==> src/rtl/mul4_tournament_sequencer.sv <==
// rtl/mul4_tournament_sequencer.sv - sequences NUM_CAND 2x2 multiplier candidates over one shared port,
// scores each against the golden product and reports the best one.
module mul4_tournament_sequencer #(
   parameter int NUM_CAND = 4,
   parameter int SETTLE   = 2,
   localparam int IDX_W   = (NUM_CAND > 1) ? $clog2(NUM_CAND) : 1
) (
   input  logic             clk,
   input  logic             rst_n,
   input  logic             start,
   input  logic             abort,
   output logic [IDX_W-1:0] cand_sel,
   output logic [15:0]      a1,
   output logic [15:0]      a0,
   output logic [15:0]      b1,
   output logic [15:0]      b0,
   input  logic [15:0]      y3,
   input  logic [15:0]      y2,
   input  logic [15:0]      y1,
   input  logic [15:0]      y0,
   output logic             busy,
   output logic [6:0]       score,
   output logic             score_valid,
   output logic [IDX_W-1:0] best_idx,
   output logic [6:0]       best_score,
   output logic             done,
   output logic             result_valid
);

   localparam int CNT_W = (SETTLE > 1) ? $clog2(SETTLE) : 1;

   localparam logic [1:0] S_IDLE  = 2'd0;
   localparam logic [1:0] S_EVAL  = 2'd1;
   localparam logic [1:0] S_SCORE = 2'd2;
   localparam logic [1:0] S_DONE  = 2'd3;

   // Golden response packed as {y3, y2, y1, y0}.
   localparam logic [63:0] GOLDEN = {16'h8000, 16'h4C00, 16'h6AC0, 16'hA0A0};

   logic [1:0]       state_q, state_d;
   logic [IDX_W-1:0] k_q, k_d;
   logic [CNT_W-1:0] cnt_q, cnt_d;
   logic [63:0]      ycap_q, ycap_d;
   logic [6:0]       score_q, score_d;
   logic             score_valid_q, score_valid_d;
   logic [IDX_W-1:0] best_idx_q, best_idx_d;
   logic [6:0]       best_score_q, best_score_d;
   logic             done_q, done_d;
   logic             result_valid_q, result_valid_d;

   logic [63:0]      match;
   logic [6:0]       pop;

   always_comb begin
      match = ~(ycap_q ^ GOLDEN);
      pop   = '0;
      for (int i = 0; i < 64; i++) begin
         pop = pop + {6'd0, match[i]};
      end
   end

   always_comb begin
      state_d        = state_q;
      k_d            = k_q;
      cnt_d          = cnt_q;
      ycap_d         = ycap_q;
      score_d        = score_q;
      score_valid_d  = 1'b0;
      best_idx_d     = best_idx_q;
      best_score_d   = best_score_q;
      done_d         = 1'b0;
      result_valid_d = result_valid_q;
      // Abort beats every transition; partial best_* stay visible but invalid.
      if (state_q != S_IDLE && abort) begin
         state_d        = S_IDLE;
         k_d            = '0;
         cnt_d          = '0;
         result_valid_d = 1'b0;
      end else begin
         case (state_q)
            S_IDLE: begin
               if (start) begin
                  state_d        = S_EVAL;
                  k_d            = '0;
                  cnt_d          = '0;
                  best_idx_d     = '0;
                  best_score_d   = '0;
                  result_valid_d = 1'b0;
               end
            end
            S_EVAL: begin
               if (cnt_q == CNT_W'(SETTLE - 1)) begin
                  ycap_d  = {y3, y2, y1, y0};
                  cnt_d   = '0;
                  state_d = S_SCORE;
               end else begin
                  cnt_d = cnt_q + 1'b1;
               end
            end
            S_SCORE: begin
               score_d       = pop;
               score_valid_d = 1'b1;
               if (pop > best_score_q || k_q == '0) begin
                  best_idx_d   = k_q;
                  best_score_d = pop;
               end
               if (k_q == IDX_W'(NUM_CAND - 1)) begin
                  state_d = S_DONE;
               end else begin
                  k_d     = k_q + 1'b1;
                  state_d = S_EVAL;
               end
            end
            S_DONE: begin
               done_d         = 1'b1;
               result_valid_d = 1'b1;
               k_d            = '0;
               state_d        = S_IDLE;
            end
            default: state_d = S_IDLE;
         endcase
      end
   end

   always_ff @(posedge clk or negedge rst_n) begin
      if (!rst_n) begin
         state_q        <= S_IDLE;
         k_q            <= '0;
         cnt_q          <= '0;
         ycap_q         <= '0;
         score_q        <= '0;
         score_valid_q  <= 1'b0;
         best_idx_q     <= '0;
         best_score_q   <= '0;
         done_q         <= 1'b0;
         result_valid_q <= 1'b0;
      end else begin
         state_q        <= state_d;
         k_q            <= k_d;
         cnt_q          <= cnt_d;
         ycap_q         <= ycap_d;
         score_q        <= score_d;
         score_valid_q  <= score_valid_d;
         best_idx_q     <= best_idx_d;
         best_score_q   <= best_score_d;
         done_q         <= done_d;
         result_valid_q <= result_valid_d;
      end
   end

   assign busy         = (state_q != S_IDLE);
   assign cand_sel     = k_q;
   assign a1           = busy ? 16'hFF00 : 16'h0000;
   assign a0           = busy ? 16'hF0F0 : 16'h0000;
   assign b1           = busy ? 16'hCCCC : 16'h0000;
   assign b0           = busy ? 16'hAAAA : 16'h0000;
   assign score        = score_q;
   assign score_valid  = score_valid_q;
   assign best_idx     = best_idx_q;
   assign best_score   = best_score_q;
   assign done         = done_q;
   assign result_valid = result_valid_q;

endmodule

==> config.mk <==
export PLATFORM = sky130hd
export DESIGN_NAME = mul4_tournament_sequencer
export DESIGN_NICKNAME = d
export VERILOG_FILES = /design/src/rtl/mul4_tournament_sequencer.sv
export SDC_FILE = /design/constraint.sdc
export NUM_CORES = 1
export LEC_CHECK = 0
export CAP_MARGIN = 20
export CORE_MARGIN = 3
export CORE_UTILIZATION = 45
export CTS_CLUSTER_DIAMETER = 60
export DETAILED_ROUTE_END_ITERATION = 10
export PLACE_DENSITY_LB_ADDON = 0.15
export SYNTH_ARGS = -nofsm -noshare
export SYNTH_HDL_FRONTEND = slang
export SYNTH_SLANG_ARGS = --single-unit
==> constraint.sdc <==
create_clock -name clk -period 6.69 [get_ports clk]
set_input_delay 1.338 -clock clk [delete_from_list [all_inputs] [get_ports clk]]
set_output_delay 1.338 -clock clk [all_outputs]
set_load 0.02 [all_outputs]
==> out/qor.csv, run 1 <==
stage,metric,value,unit
synth,synth.most_common_cell,inv_1,
cells_and_area,postLayoutCoreUtil,59.4,%
min_path,hp-class,reg -> reg,
sta,grt_setup_unrepaired,true,
sta,max_freq,139,MHz
synth,ys_warn_count,0,
synth,synthTopCellsByCount,"94 x inv_1, 88 x dfrtp_1, 64 x buf_4",
clocking,cts_max_level,3,
synth,syn_area,5760,um^2
drt,vias,3715,
floorplan,core_area,12300,um^2
cells_and_area,drive_gt1_share,12.6,%
floorplan,dieArea,14200,um^2
clocking,cts_tree,built,
sta,maxSlewViolCount,0,
clocking,clock_latency,0.33,ns
sta,fin_crit,7.21,ns
clocking,cts_hold_buf,0,
worst_setup_path,rrSetupSlack,-0.52,ns
drt,drt-initial-drc-count,117,
cells_and_area,fin_nets,789,
synth,synthFlopType,dfrtp_1,
worst_setup_path,worst-setup-path-type,reg -> reg,
drt,via_per_inst,4.58,
worst_setup_path,critPathMostFrequentCell,fa_1,
drt,firstDrtPassIters,4,
clocking,cts_buffers,9,
sta,max_slew_margin,57.5,%
worst_setup_path,cp_slowest_cell,fa_1,
sta,finalSetupViolCount,9,
grt,grtUsageTotal,16.5,%
grt,grt_pass1_wl,18.7,mm
drt,ant_nets,0,
cells_and_area,area_delta_synth_final,26.4,%
drt,route.detailed.drc,0,
place,place_area,6870,um^2
cells_and_area,finalInstanceArea,7280,um^2
clocking,root_buffer,clkbuf_16,
floorplan,rows,40,
drt,totalWireLength,10.9,mm
drt,wl_per_cell,13.4,um
synth,syn_inst,534,
sta,fin_skew,0.00830,ns
synth,ys_seq_elements,88,
sta,finalHoldViolations,0,
floorplan,dieWidth,119,um
synth,synth-async-reset-ratio,100,%
worst_setup_path,crit_buf_inv,5,
worst_setup_path,endpoint_kind,flip-flop,
worst_setup_path,crit_arrival,7.44,ns
synth,synth_edf_count,0,
worst_setup_path,crit_family,adder cells,
clocking,clock-sinks,88,
grt,antenna_found_initial,0,
sta,finalWorstSetupSlack,-0.523,ns
grt,grt_max_degree,89,
grt,grt_overflow,0,
floorplan,die_y,119,um
place,port_buffers,121,
status,outcome,finished with violations,
worst_setup_path,worstPathMaxFanout,5,
synth,synth_cell_types,39,
sta,fin_crit_sh,108,%
worst_setup_path,crit_chain,fa_1 -> inv_1 -> fa_1 -> inv_1 -> fa_1 -> inv_1 -> fa_1 -> inv_1 -> fa_1 -> inv_1 -> fa_2 -> fa_1 -> fa_1 -> ha_2 -> fa_2 -> a211oi_2 -> nor2_1 -> xor2_1 -> ha_1 -> a211oi_2 -> nor2_1 -> or4_4 -> and2_4 -> a31o_1,
synth,seq_area_frac_synth,38.2,%
place,place.gp.congestion,0.744,
worst_setup_path,slowest_delay,0.54,ns
floorplan,ios,154,
synth,synth_top_area_share,38.2,%
worst_setup_path,start_kind,flip-flop,
synth,synth_area_leader_cell,dfrtp_1,
floorplan,initial_core_util,47.0,%
sta,whs,0.486,ns
grt,grt_pass1_vias,3817,
synth,synth_area_per_cell,10.8,um^2
cells_and_area,diodes,0,
clocking,cts_buffer_depth,2,
clocking,path_clk_slew,0.06,ns
worst_setup_path,required,6.91,ns
sta,tightest_slew,0.637,ns
status,violations,setup timing,
synth,synth_area_leaders,"dfrtp_1 38%, fa_1 19%, buf_4 8.3%, inv_1 6.1%, ha_1 6.1%",
place,dp_hpwl,8.75,mm
sta,fin_setup_tns,-4.05,ns
job,maxCapViolations,0,
-- stage by stage --
stage          setup slack (ns)  instances
2_1_floorplan            -0.352        565
3_3_place_gp             -0.383        790
3_5_place_dp             -0.519        790
4_1_cts                  -0.502        810
5_1_grt                  -0.746        812
6_report                 -0.523        812
-- logic make-up after synthesis --
logic type	after synthesis	share of synthesized area [%]
AOI/OAI and AO/OA	59	5.61
xor gates and xnor gates	5	0.761
adders and majority gates	82	24.9
buffers and inverters	174	15.8
DFF	88	38.2
muxes	45	8.61
other	1	0.0651
and+or+nand+nor	80	6.02
-- path summary, 6_finish.rpt --
check                                       start                   endpoint  cells after the start
setup / recovery           ycap_q[53]$_DFFE_PN0P_  best_score[5]$_DFFE_PN0P_                     24
setup reg to reg           ycap_q[53]$_DFFE_PN0P_  best_score[5]$_DFFE_PN0P_                     24
max in group asynchronous                   rst_n     ycap_q[36]$_DFFE_PN0P_                      2
hold / removal               score[4]$_DFFE_PN0P_       score[4]$_DFFE_PN0P_                      2
min in group asynchronous                   rst_n       score[5]$_DFFE_PN0P_                      1
hold reg to reg              score[4]$_DFFE_PN0P_       score[4]$_DFFE_PN0P_                      2
-- tightest hold or removal path: stages (launching register included) --
cell and delay (ns):
dfrtp_1 0.34, nand2_1 0.05, nand2_1 0.06
-- routing by layer --
metal	global-route usage [%]	part of all wire, %
met2	25.6	47
met4	5.36	1.4
met3	4.61	6.3
met1	22.6	45
met5	0	0
-- sequential cells by signal, indices dropped and copies added, names as in the netlist --
name and flops:
ycap_q 64, best_score 7, best_idx 2, score 7, score_valid 1, state_q 2, result_valid 1, cand_sel 2
done 1, cnt_q 1
-- layout by cell type (no fill, tap or decap), types with 10 or more instances in the layout --
| cell | netlist | routed |
|---|---|---|
| buf_4 | 64 | 19 |
| clkdlybuf4s50_1 | 0 | 120 |
| conb_1 | 1 | 32 |
| dfrtp_1 | 88 | 88 |
| fa_1 | 54 | 49 |
| ha_1 | 28 | 27 |
| inv_1 | 94 | 92 |
| mux2_1 | 10 | 10 |
| mux2_2 | 26 | 26 |
| nand2_1 | 52 | 52 |
| nor2_1 | 12 | 12 |
| o21ai_0 | 24 | 24 |
| o21ai_1 | 14 | 14 |
-- cell type report --
cell class                      instances  area, um^2
Multi-Input combinational cell        304        2810
Tap cell                              168         210
Clock buffer                           13         280
Inverter                               96         360
Timing Repair Buffer                  140        1360
Fill cell                            1051        4980
Sequential cell                        88        2200
Clock inverter                          3        47.5
-- repair_timing --
item / in CTS / in global routing
setup endpoints to repair: 9 / 9
gates cloned: 1 / 0
gates resized for setup: 1 / 7
pin swaps: 9 / 10
buffers inserted: 3 / 1
Power of run 1 is not shown: default switching activity piles up to over one toggle a cycle in this logic, so the estimate is an artifact.
==> run 2: changes to the inputs <==
--- a/config.mk
+++ b/config.mk
@@ -5,7 +5,6 @@
 export SDC_FILE = /design/constraint.sdc
 export NUM_CORES = 1
 export LEC_CHECK = 0
-export CAP_MARGIN = 20
 export CORE_MARGIN = 3
 export CORE_UTILIZATION = 45
 export CTS_CLUSTER_DIAMETER = 60
==> run 2 against run 1 <==
Net effect:
- the flow still finishes with violations (setup timing)
- fmax shrank 0.12%
- utilization shrank 0.16 points
- routed wire length shrank 0.19%
- sequential share of layout area grew 0.083 points
- critical path type unchanged
==> out/qor.csv, run 2 (synthesis results as in run 1) <==
stage,metric,value,unit
cells_and_area,regMostFlops,ycap_q,
worst_setup_path,worst-setup-path-type,reg -> reg,
floorplan,ios,154,
drt,firstDrtPassIters,4,
worst_setup_path,rrSetupSlack,-0.53,ns
place,pre_cts_ws,-0.519,ns
status,outcome,finished with violations,
worst_setup_path,worstPathMaxFanout,5,
floorplan,initial_core_util,47.0,%
floorplan,rows,40,
clocking,path_clk_slew,0.06,ns
cells_and_area,fillCellCount,1053,
clocking,clock_latency,0.33,ns
min_path,hp-class,reg -> reg,
worst_setup_path,crit_arrival,7.45,ns
floorplan,die_y,119,um
drt,drt-initial-drc-count,118,
place,placed_cells,790,
clocking,cts_tree,built,
worst_setup_path,start_kind,flip-flop,
sta,max_slew_margin,24.2,%
sta,fin_crit_sh,108,%
grt,antenna_found_initial,0,
clocking,cts_buffers,9,
floorplan,dieWidth,119,um
worst_setup_path,r2r_end,best_score[5]$_DFFE_PN0P_,
place,place.gp.congestion,0.744,
cells_and_area,diodes,0,
place,port_buffers,121,
grt,grt_pass1_vias,3817,
worst_setup_path,critPathMostFrequentCell,fa_1,
sta,fin_crit,7.22,ns
grt,grt_max_degree,89,
cells_and_area,mostFrequentLayoutCells,"120 x clkdlybuf4s50_1, 92 x inv_1, 88 x dfrtp_1",
worst_setup_path,slowest_delay,0.54,ns
cells_and_area,fin_cells,811,
worst_setup_path,required,6.91,ns
drt,route.detailed.drc,0,
sta,grt_setup_unrepaired,true,
sta,finalHoldViolations,0,
worst_setup_path,r2r_start,ycap_q[53]$_DFFE_PN0P_,
cells_and_area,regArea,2200,um^2
sta,tightest_slew,1.14,ns
cells_and_area,multi_input_area,2810,um^2
cells_and_area,fin_nets,788,
place,dp_hpwl,8.75,mm
worst_setup_path,cp_slowest_cell,fa_1,
floorplan,core_area,12300,um^2
clocking,cts_buffer_depth,2,
cells_and_area,drive_gt1_share,12.4,%
drt,wl_per_cell,13.4,um
drt,ant_nets,0,
grt,grt_pass1_wl,18.7,mm
status,violations,setup timing,
grt,grtUsageTotal,16.5,%
worst_setup_path,reg2reg_depth,24,
job,maxCapViolations,0,
cells_and_area,mostFrequentLayoutCell,clkdlybuf4s50_1,
sta,finalWorstSetupSlack,-0.532,ns
cells_and_area,area_delta_synth_final,26.1,%
floorplan,dieArea,14200,um^2
clocking,root_buffer,clkbuf_16,
cells_and_area,largest_reg_flops,64,
sta,maxSlewViolCount,0,
sta,max_freq,138,MHz
grt,grt_overflow,0,
drt,via_per_inst,4.56,
worst_setup_path,crit_end,best_score[5]$_DFFE_PN0P_,
sta,fin_skew,0.00813,ns
drt,vias,3702,
worst_setup_path,crit_chain,fa_1 -> inv_1 -> fa_1 -> inv_1 -> fa_1 -> inv_1 -> fa_1 -> inv_1 -> fa_1 -> inv_1 -> fa_2 -> fa_1 -> fa_1 -> ha_2 -> fa_2 -> a211oi_2 -> nor2_1 -> xor2_1 -> ha_1 -> a211oi_2 -> nor2_1 -> or4_4 -> and2_4 -> a31o_1,
clocking,cts_max_level,3,
worst_setup_path,setup.worst_path.start,ycap_q[53]$_DFFE_PN0P_,
clocking,clock-sinks,88,
drt,totalWireLength,10.9,mm
sta,finalSetupViolCount,9,
worst_setup_path,endpoint_kind,flip-flop,
-- run 2: cell types whose count changed in the layout (fill, tap and decap cells not counted), sizes merged --
cell,before,now
buf,20,19
-- run 2: worst min-delay path by stage --
stage	start	to	slack [ns]	depth (start not counted)
finish	score[4]$_DFFE_PN0P_	score[4]$_DFFE_PN0P_	0.49	2
global route	score[4]$_DFFE_PN0P_	score[4]$_DFFE_PN0P_	0.53	2
CTS	score[4]$_DFFE_PN0P_	score[4]$_DFFE_PN0P_	0.49	2
detailed placement	score[4]$_DFFE_PN0P_	score[4]$_DFFE_PN0P_	0.48	2
global placement	score[4]$_DFFE_PN0P_	score[4]$_DFFE_PN0P_	0.46	2
floorplan	ycap_q[15]$_DFFE_PN0P_	ycap_q[15]$_DFFE_PN0P_	0.48	1
-- run 2: repair_timing --
item                                   4_1_cts  5_1_grt
endpoints found under the hold margin        0        0
resized for setup                            1        7
cloned                                       1        0
pin swaps                                    9       10
hold buffers                                 0        0
buffers inserted                             3        1
setup endpoints to repair                    9        9
-- run 2: worst max-delay path, delay by kind of cell, from the launching register on --
family / cells / cell delay (ns)
xor gates and xnor gates: 1 / 0.18
adders and majority gates: 11 / 4.77
DFF: 1 / 0.40
buffers and inverters: 5 / 0.25
and+or+nand+nor: 4 / 0.81
AOI/OAI and AO/OA: 3 / 0.69
-- run 2: final cells by class --
type	count	share of cell area, %
multi-input cells	304	38.8
repair buffers	139	18.5
well taps	168	2.90
clock inverters	3	0.655
clock buffers	13	3.86
inverters	96	4.96
flip-flops and latches	88	30.3
-- run 2: layer usage --
metal / wire (um) / GRT usage, %
met5: 0 / 0
met4: 180 / 5.36
met3: 693 / 4.61
met2: 5100 / 25.6
met1: 4930 / 22.6
-- run 2: per-stage QoR --
| step | TNS (ns) | hold WS (ns) | area [um^2] | utilization, % |
|---|---|---|---|---|
| 6_report | -4.13 | 0.486 | 7260 | 59.2 |
| 3_5_place_dp | -3.84 | 0.479 | 6870 | 56.0 |
| 5_1_grt | -6.14 | 0.530 | 7260 | 59.2 |
| 4_1_cts | -3.86 | 0.493 | 7230 | 59.0 |
| 2_1_floorplan | -2.32 | 0.479 | 5890 | - |
| 3_3_place_gp | -2.70 | 0.464 | 6870 | 56.0 |
Power of run 2 is left out for the same reason.
==> run 3: changes to the inputs <==
--- a/config.mk
+++ b/config.mk
@@ -9,6 +9,7 @@
 export CORE_UTILIZATION = 45
 export CTS_CLUSTER_DIAMETER = 60
 export DETAILED_ROUTE_END_ITERATION = 10
+export GPL_TIMING_DRIVEN = 0
 export PLACE_DENSITY_LB_ADDON = 0.15
 export SYNTH_ARGS = -nofsm -noshare
 export SYNTH_HDL_FRONTEND = slang
==> run 3 against run 2 <==
Net effect:
- the run still ends with setup timing left
- clock skew decreased by 0.0019 ns
- non-clock buffer count increased by 68
- setup slack got worse by 0.055 ns
- routed wire length increased by 9.8%
- utilization increased by 4.2 points
- highest routed layer unchanged
- via count increased by 6.0%
- first-iteration DRC count decreased by 22%
- hold slack got worse by 0.0030 ns
- global-route usage increased by 1.2 points
- die area unchanged
==> out/qor.csv, run 3 (synthesis results as in run 1) <==
stage,metric,value,unit
floorplan,ios,154,
sta,fin_crit_sh,109,%
cells_and_area,fillCellCount,1022,
place,place.gp.congestion,0.781,
worst_setup_path,slowest_delay,0.57,ns
worst_setup_path,critPathMostFrequentCell,fa_1,
worst_setup_path,r2r_start,ycap_q[53]$_DFFE_PN0P_,
clocking,cts_buffers,9,
clocking,path_clk_slew,0.06,ns
sta,tightest_slew,0.559,ns
clocking,cts_max_level,3,
clocking,clock_latency,0.34,ns
min_path,hold_end,score[4]$_DFFE_PN0P_,
drt,totalWireLength,12.0,mm
cells_and_area,area_delta_synth_final,35.1,%
min_path,hp-class,reg -> reg,
place,dp_hpwl,9.63,mm
sta,grt_setup_unrepaired,true,
clocking,clock-sinks,88,
status,violations,setup timing,
floorplan,initial_core_util,47.0,%
place,port_buffers,121,
floorplan,dieWidth,119,um
drt,drt-initial-drc-count,92,
worst_setup_path,cp_slowest_cell,fa_1,
floorplan,die_y,119,um
grt,grt_overflow,0,
drt,firstDrtPassIters,4,
sta,finalWorstSetupSlack,-0.586,ns
min_path,whs_path_depth,2,
floorplan,rows,40,
grt,antenna_found_initial,0,
worst_setup_path,rrSetupSlack,-0.59,ns
sta,fin_crit,7.28,ns
cells_and_area,diodes,0,
cells_and_area,largest_reg_flops,64,
worst_setup_path,reg2reg_depth,26,
cells_and_area,multi_input_area,2840,um^2
sta,max_slew_margin,62.7,%
grt,grtUsageTotal,17.7,%
grt,grt_max_degree,50,
worst_setup_path,required,6.91,ns
clocking,cts_hold_buf,0,
worst_setup_path,crit_arrival,7.50,ns
min_path,worstHoldStart,score[4]$_DFFE_PN0P_,
clocking,cts_tree,built,
clocking,cts_buffer_depth,2,
cells_and_area,drive_gt1_share,20.4,%
floorplan,core_area,12300,um^2
cells_and_area,mostFrequentLayoutCell,clkdlybuf4s50_1,
cells_and_area,regArea,2200,um^2
floorplan,dieArea,14200,um^2
status,outcome,finished with violations,
cells_and_area,mostFrequentLayoutCells,"120 x clkdlybuf4s50_1, 92 x inv_1, 88 x dfrtp_1",
grt,grt_pass1_vias,4074,
cells_and_area,regMostFlops,ycap_q,
drt,ant_nets,0,
cells_and_area,fin_nets,856,
drt,via_per_inst,4.46,
sta,fin_setup_tns,-4.35,ns
worst_setup_path,worst-setup-path-type,reg -> reg,
sta,max_freq,137,MHz
drt,route.detailed.drc,0,
drt,wl_per_cell,13.6,um
worst_setup_path,start_kind,flip-flop,
worst_setup_path,r2r_end,best_score[5]$_DFFE_PN0P_,
job,maxCapViolations,0,
cells_and_area,postLayoutCoreUtil,63.4,%
sta,fin_skew,0.00625,ns
worst_setup_path,endpoint_kind,flip-flop,
place,pre_cts_ws,-0.759,ns
worst_setup_path,worstPathMaxFanout,5,
sta,maxSlewViolCount,0,
sta,finalHoldViolations,0,
drt,vias,3923,
clocking,root_buffer,clkbuf_16,
sta,finalSetupViolCount,9,
grt,grt_pass1_wl,20.0,mm
==> run 3: how the worst max path moves through the flow <==
stage / startpoint / to / slack (ns) / depth (start not counted)
5_1_grt: ycap_q[53]$_DFFE_PN0P_ / best_score[5]$_DFFE_PN0P_ / -0.84 / 24
3_3_place_gp: ycap_q[53]$_DFFE_PN0P_ / best_score[5]$_DFFE_PN0P_ / -0.68 / 24
2_1_floorplan: ycap_q[53]$_DFFE_PN0P_ / best_score[5]$_DFFE_PN0P_ / -0.35 / 24
6_report: ycap_q[53]$_DFFE_PN0P_ / best_score[5]$_DFFE_PN0P_ / -0.59 / 26
3_5_place_dp: ycap_q[53]$_DFFE_PN0P_ / best_score[5]$_DFFE_PN0P_ / -0.76 / 24
4_1_cts: ycap_q[57]$_DFFE_PN0P_ / best_score[5]$_DFFE_PN0P_ / -0.60 / 24
==> run 3: critical path, delay by kind of cell (launching register included) <==
| kind | cells | cell delay, ns |
|---|---|---|
| AO/OA/AOI/OAI | 5 | 0.83 |
| XOR/XNOR | 1 | 0.15 |
| adder cells (fa/ha/maj) | 10 | 4.48 |
| buffers and inverters | 7 | 0.48 |
| flip-flops | 1 | 0.40 |
| AND/OR/NAND/NOR | 3 | 0.84 |
==> run 3: final cells by class <==
cell class,count,area share [%]
timing repair buffer,130,16.7
clock inverter,5,1.03
inverter,96,4.63
multi-input combinational,304,36.5
sequential,88,28.3
tap,168,2.70
clock buffer,11,3.12
buffer,77,6.95
==> run 3: per-layer routing <==
metal  part of all wire [%]  vias up  routed length (um)  global-route usage, %
met2                     48      129                5780                   28.8
met5                      0        -                   0                      0
met3                    7.0       12                 839                   4.18
li1                       -     1906                   -                      -
met4                   0.81        0                  97                   4.56
met1                     44     1876                5250                   24.1
==> run 3: repair_timing <==
item,in CTS,in global routing
endpoints found under the setup margin,9,9
pin swaps,16,17
setup buffers,6,2
gates resized for setup,4,10
gates cloned,1,0
hold endpoints to repair,0,0
==> run 3: per-stage QoR <==
step / instances / area, um^2 / hold slack [ns]
after global placement: 854 / 7320 / 0.461
after CTS: 877 / 7720 / 0.484
after global routing: 879 / 7780 / 0.520
after floorplan: 565 / 5890 / 0.479
final: 879 / 7780 / 0.483
after detailed placement: 855 / 7340 / 0.469
Power of run 3 is left out for the same reason.
==> RTL edit, RTL diff (config.mk and constraints of run 3) <==
`NUM_CAND`: 4 -> 8.
--- a/src/rtl/mul4_tournament_sequencer.sv
+++ b/src/rtl/mul4_tournament_sequencer.sv
@@ -3,3 +3,3 @@
 module mul4_tournament_sequencer #(
-   parameter int NUM_CAND = 4,
+   parameter int NUM_CAND = 8,
    parameter int SETTLE   = 2,
Interface: changed (resized best_idx and cand_sel); port bits go from 154 to 156. The function was not compared with the original's and may differ.
==> RTL edit against run 3 <==
  * The run still ends with setup timing left
  * Worst hold slack better by 15 ps
  * Via count grew 7.1%
  * Core utilization shrank 0.95 points
  * Setup slack improved by 180 ps
  * Sequential cell count is 2 higher
  * Cell area rose by 7.6%
  * Synthesized area rose by 8.2%
  * Routed wire length increased by 14%
  * Synthesized cell count rose by 3.6%
  * Count of clock-buffer cells in the layout increased by 1
  * Critical path type unchanged
  * Critical endpoint unchanged
  * Highest routed layer unchanged
Power is not shown: default switching activity piles up to over one toggle a cycle in this logic, so the estimate is an artifact.
==> RTL edit: results (changes against run 3) <==
routed length on met2 6729 µm (+16%); adder-cell share of the synthesized area 23.17% (-1.7 points); Global Route Usage Sum 19.16% (+1.4 points); # clk buffers 12 (+1); setup TNS -3669 ps (+683.4 ps); port buffer count 123 (+1.7%); endpoints failing setup 10 (+1); Inverters, non-clock 99 (+3.1%); vias in the first global route 4461 (+9.5%); failing checks setup timing; Signal buf overhead 23.78% (+0.11 points); worst setup margin -407.7 ps (+178.8 ps); Synth top cells by count 98 x inv_1, 90 x dfrtp_1, 66 x buf_4; hold_ws 498.3 ps (+15.40 ps); pre-CTS WS -739.8 ps (+18.82 ps); Synth Cell Area 6232 µm² (+8.2%); nonclk buf count 217 (+4.8%); Unique masters post-synth 54 (+38%); post-synthesis compound-gate area fraction 6.645% (+1.0 points); largest net degree at the start of global routing 53 (+6.0%); Hold Crit Start score[0]; met2 Use GR 30.45% (+1.6 points); worst slew pin tran 861.7 ps (+302.9 ps); layout cell share with drive strength beyond 1 23.34% (+2.9 points); Final #Nets 883 (+3.2%); routed length per instance 14.95 µm (+9.7%); fraction of area in registers 26.90% (-1.4 points); worst-case reg-to-reg path depth 24 (-7.7%); final std cells w/o fill 913 (+3.9%); Layout clock area frac 4.230% (+0.079 points); sequential-to-total area share from yosys stat 36.14% (-2.1 points); area grow syn2layout 34.33%; Layout fillers 1106 (+8.2%); DP Area 7823 µm² (+6.6%); multi-input combinational area share 38.02% (+1.5 points); CP max stage cell fa_2; outcome finished, violations left; metal3 WL 764 µm (-8.9%); GP Congestion 0.8260 (+5.8%); routed vias 4201 (+7.1%)
==> RTL edit: cell count changes in the layout (fill, tap and decap cells not counted), sizes merged, moves of 2 or more <==
| cell | before | now |
|---|---|---|
| buf | 83 | 91 |
| a211o | 0 | 2 |
| a21oi | 9 | 6 |
| mux2i | 9 | 13 |
| xor2 | 3 | 1 |
| nand2 | 52 | 47 |
| mux2 | 36 | 40 |
| clkdlybuf4s50 | 120 | 122 |
| nor4bb | 0 | 2 |
| o21ai | 38 | 36 |
| inv | 96 | 99 |
| nor2 | 12 | 8 |
| dfrtp | 88 | 90 |
==> RTL edit: what timing repair did <==
action                                 CTS  global route
gates cloned                             0             0
setup endpoints to repair               10            10
endpoints found under the hold margin    0             0
pin swaps                               17             2
gates resized for setup                 12             7
setup buffers                            9             4
